$ cat src/rtl/bus_select_mux_pkg.sv
// Shared defaults and helpers for bus_select_mux instances.
package bus_select_mux_pkg;

    localparam int DEF_BUS_SIZE     = 32;
    localparam int DEF_BITS_ENABLES = 1;

    typedef logic [31:0] word_t;

    // Largest number of slices a select of the given width can address.
    function automatic int num_slices(input int bits);
        return 1 << bits;
    endfunction

endpackage

$ cat src/rtl/bus_select_mux.sv
// N-way binary-select bus mux; out-of-range select yields zero data and o_sel_err.
// Define BUS_SELECT_MUX_REG_OUT_EN to register the outputs (1-cycle latency, sync reset).
module bus_select_mux
    import bus_select_mux_pkg::*;
#(
    parameter int BITS_ENABLES = DEF_BITS_ENABLES,
    parameter int BUS_SIZE     = DEF_BUS_SIZE,
    parameter int NUM_INPUTS   = num_slices(BITS_ENABLES)
) (
    input  logic                             clk,
    input  logic                             rst,
    input  logic [BITS_ENABLES-1:0]          i_en,
    input  logic [BUS_SIZE*NUM_INPUTS-1:0]   i_data,
    output logic [BUS_SIZE-1:0]              o_data,
    output logic                             o_sel_err
);

    if (NUM_INPUTS > num_slices(BITS_ENABLES) || NUM_INPUTS < 2) begin : g_bad_num_inputs
        $fatal(1, "bus_select_mux: NUM_INPUTS out of range 2..2**BITS_ENABLES");
    end
    if (BUS_SIZE < 1) begin : g_bad_bus_size
        $fatal(1, "bus_select_mux: BUS_SIZE must be >= 1");
    end

    logic [NUM_INPUTS-1:0][BUS_SIZE-1:0] slices;
    logic [BUS_SIZE-1:0]                 data_d;
    logic                                sel_err_d;

    for (genvar k = 0; k < NUM_INPUTS; k++) begin : g_slice
        assign slices[k] = i_data[k*BUS_SIZE +: BUS_SIZE];
    end

    // Default covers out-of-range and X/Z selects: zero data, error flagged.
    always_comb begin
        data_d    = '0;
        sel_err_d = 1'b1;
        for (int k = 0; k < NUM_INPUTS; k++) begin
            if (i_en == BITS_ENABLES'(k)) begin
                data_d    = slices[k];
                sel_err_d = 1'b0;
            end
        end
    end

`ifdef BUS_SELECT_MUX_REG_OUT_EN
    logic [BUS_SIZE-1:0] data_q;
    logic                sel_err_q;

    always_ff @(posedge clk) begin
        if (rst) begin
            data_q    <= '0;
            sel_err_q <= 1'b0;
        end else begin
            data_q    <= data_d;
            sel_err_q <= sel_err_d;
        end
    end

    assign o_data    = data_q;
    assign o_sel_err = sel_err_q;
`else
    // Clock and reset only matter for the registered build.
    logic unused_clk_rst;
    assign unused_clk_rst = clk ^ rst;

    assign o_data    = data_d;
    assign o_sel_err = sel_err_d;
`endif

endmodule

$ cat config.mk
export PLATFORM = sky130hd
export DESIGN_NAME = bus_select_mux
export DESIGN_NICKNAME = d
export VERILOG_FILES = /design/src/rtl/bus_select_mux_pkg.sv /design/src/rtl/bus_select_mux.sv
export SDC_FILE = /design/constraint.sdc
export NUM_CORES = 1
export LEC_CHECK = 0
export ABC_AREA = 1
export CAP_MARGIN = 0
export CORE_MARGIN = 2
export CORE_UTILIZATION = 18
export DETAILED_ROUTE_END_ITERATION = 10
export GPL_ROUTABILITY_DRIVEN = 0
export PLACE_DENSITY = 0.82
export SYNTH_ARGS = -nofsm -noshare
export SYNTH_HDL_FRONTEND = slang
export SYNTH_SLANG_ARGS = --single-unit
$ cat constraint.sdc
create_clock -name vclk -period 0.8
set_input_delay 0.08 -clock vclk [all_inputs]
set_output_delay 0.08 -clock vclk [all_outputs]
set_load 0.005 [all_outputs]
== Word-level counts from Yosys, hierarchy flattened ==
Index checks and enable logic that the tools add are counted.

* Reductions and logical operators: 0
* Multiply operators: 0
* Add/subtract/negate cells: 0
* Bitwise gates (word level): 0
* Eq/ne operators: 0
* Multiplexer cells: 1
* Shifts and indexed selects: 0
* Div/mod/pow operators: 0
* Magnitude comparators: 0

{| class="wikitable"
|+ Operators by type and width
! kind !! count
|-
| $mux 32 || 1
|}

* Memories: 0
* Register bits after elaboration: 0
* Latch bits: 0
* Logic and storage cells: 1
* Input bits: 67
* Bits in writable memories: 0
* Output and inout bits: 33
* Memory bits (read-only): 0

== Longest topological paths before layout ==
* Word-level depth: 1
* Mapped depth: 5
* Depth with buffers taken out: 3

== Worst setup path after synthesis ==
OpenSTA, ideal clock, no wires.

* Path type: input port to output port
* Start: input i_en
* End: output o_data[0]
* Required time: 0.720 ns
* Stages: 5
* Arrival: 0.477 ns
* Slack: 0.243 ns
* Path buffers: 2
* Path through: buf_6 > inv_8 > buf_12 > nand2_2 > nand2_1

* Cells in the longest elaborated chain, start to end: 1

{| class="wikitable"
|+ RTL lines
! item !! line !! RTL
|-
| start: declaration || bus_select_mux.sv:12 || <nowiki>input logic [BITS_ENABLES-1:0] i_en,</nowiki>
|-
| $mux 32 || bus_select_mux.sv:38 || <nowiki>if (i_en == BITS_ENABLES'(k)) begin</nowiki>
|-
| end: declaration || bus_select_mux.sv:14 || <nowiki>output logic [BUS_SIZE-1:0] o_data,</nowiki>
|}

Every way passes these cells.

== Worst setup path after layout ==
* Start: input i_en
* End: output o_data[4]

The elaborated chain is that of the path after synthesis.

==> summary.md <==
| Metric | Value |
|---|---|
| Final slew viol count | 0 |
| Max FO, Critical Path | 8 |
| Vias per cell | about 4.1 |
| I/O Pins | 100 |
| Post-Syn Area | ~500 sq um |
| Layout fillers | 340 |
| Post-synthesis sequential area ratio | 0 |
| FFs & Latches | 0 |
| TritonRoute pass-1 iters | 3 |
| Area of the multi-input gates | ~400 sq um |
| Clkbuf count | 0 |
| All-Layer GR Usage | 0.146 |
| Width of the die | 56.9 um |
| Drc violations | 0 |
| RSZ-0062 raised after global routing | yes |
| Fmax achieved | between 1 and 1.5 GHz |
| Port-buffer cells | 97 |
| WP buf/inv | 4 |
| First-pass GRT wire length | approximately 3.9 mm |
| Rows | 19 |
| Initial antenna violation count | 0 |
| Overflow after GRT | 0 |
| Commonest non-fill, non-tap cell in the layout | nand2_1 |
| Diode count | 0 |
| Layout cells sized above 1 | 0.249 |
| Min Hold Slack | roughly 0.46 ns |
| Nets | 270 |
| Peak supply drop | 0.193 mV |
| Largest net degree at the start of global routing | 17 |
| Syn avg cell area | around 4.7 sq um |
| Commonest non-fill, non-tap cells in the layout | nand2_1 (86), dlygate4sd2_1 (63), buf_2 (32) |
| Setup WS post-layout | between 0.03 and 0.04 ns |
| Placeable Area | roughly 0.0027 sq mm |
| Worst path top cell family by delay | buffers and inverters |
| Die area | roughly 0.0032 sq mm |
| Die Ht | between 50 and 60 um |
| Setup TNS | 0 ns |
| # setup viols final | 0 |
| Max-Cap Viols | 0 |
| Vias | ~940 |
| Number of DRC markers after the initial detailed-route iteration | 19 |
| Wire per inst | ~10 um |
| HP Start | i_data[42] |
| Power Density | about 470 mW/mm^2 |
| WHS Path Cells | 4 |
| Crit path kind | in2out |
| Status | complete, no violations |
| Dpl hpwl | about 1.8 mm |
| Vias in the first global route | between 800 and 900 |
| Required @ worst endpoint | between 0.7 and 0.8 ns |
| Crit-path max cell delay | around 0.16 ns |
| Worst setup EP type | output pin |
| Synthesis Warnings | 0 |
| Fin crit period | 0.764 ns |
| Worst Path Arrival | between 0.6 and 0.7 ns |
| Initial Util | 0.186 |
| Max stage delay cell, worst path | buf_16 |
| Sequential cell area | 0 sq um |
| Syn nets | ~170 |
| Place WS | -0.850 ns |
| Crit path cell chain | buf_6, buf_16, inv_6, nand2_2, nand2_1, buf_2 |
| Hold Fails Final Rpt | 0 |
| Routed wire length | around 2.4 mm |
| Hold WC Path Type | in2out |
| Synth Instances | approximately 110 |
| Syn-to-layout area delta | 160% |
| Hold EP | o_data[10] |
| Library cells used by synthesis | 8 |
| CP Launch Type | primary input |
| Final ANT Viol Nets | 0 |
| Fin crit share | 0.955 |
| Leak pwr | about 0.84 nW |
| Final core utilization | 0.482 |
| Cts hold-fix bufs | 0 |
how the worst max path moves through the flow:
stage	slack (ns)	to	depth (start not counted)	start
4_1_cts	-0.03	o_data[10]	4	i_data[42]
2_1_floorplan	0.24	o_data[0]	5	i_en
6_report	0.04	o_data[4]	6	i_en
3_5_place_dp	-0.85	o_data[10]	6	i_en
5_1_grt	-0.009	o_data[28]	6	i_en
3_3_place_gp	-0.83	o_data[21]	6	i_en
cells by family after synthesis:
kind of cell | after synthesis | synth area share
other cells | 1 | 0.00746
buf+inv | 9 | 0.226
simple gates | 96 | 0.766
tightest hold or removal path, stage by stage:
cell and delay, ns:
dlymetal6s2s_1 0.08, nand2_1 0.05, nand2_1 0.06, buf_2 0.10
cells in the mapped netlist:
master	n	share of area
nand2_1	86	0.64
conb_1	1	0.0075
buf_6	3	0.067
buf_12	1	0.040
buf_4	1	0.015
nand2_2	10	0.12
inv_8	1	0.022
clkbuf_8	3	0.082
stage by stage:
stage / std cells / cell area (sq um) / total power [mW]
final: 232 / 1310 / 0.614
after global routing: 232 / 1310 / 0.681
after CTS: 232 / 1310 / 0.624
after detailed placement: 228 / 1440 / 0.788
after global placement: 228 / 1440 / 0.781
after floorplan: 106 / 503 / 0.238
per-layer routing:
metal	track usage	part of all wire
met5	0	0
met4	0	0
met3	0.0276	0.089
met2	0.294	0.52
met1	0.165	0.39
final cells by class:
cell class         instances  share of cell area
repair buffers           101               0.635
repair inverters           2              0.0220
multi-input cells         97               0.298
well taps                 31              0.0297
inverters                  1              0.0153
power by group:
part / switching (mW) / total [mW] / internal [mW]
Clock: 0 / 0 / 0
Sequential: 0 / 0 / 0
Combinational: 0.250 / 0.614 / 0.364
Total: 0.250 / 0.614 / 0.364
timing repair:
action / CTS / global route
pin swaps: 68 / 1
setup endpoints to repair: 32 / 5
resized for setup: 204 / 3
gates cloned: 4 / 0
setup buffers: 0 / 0
Note: power is estimated with default switching activity, not from simulation.
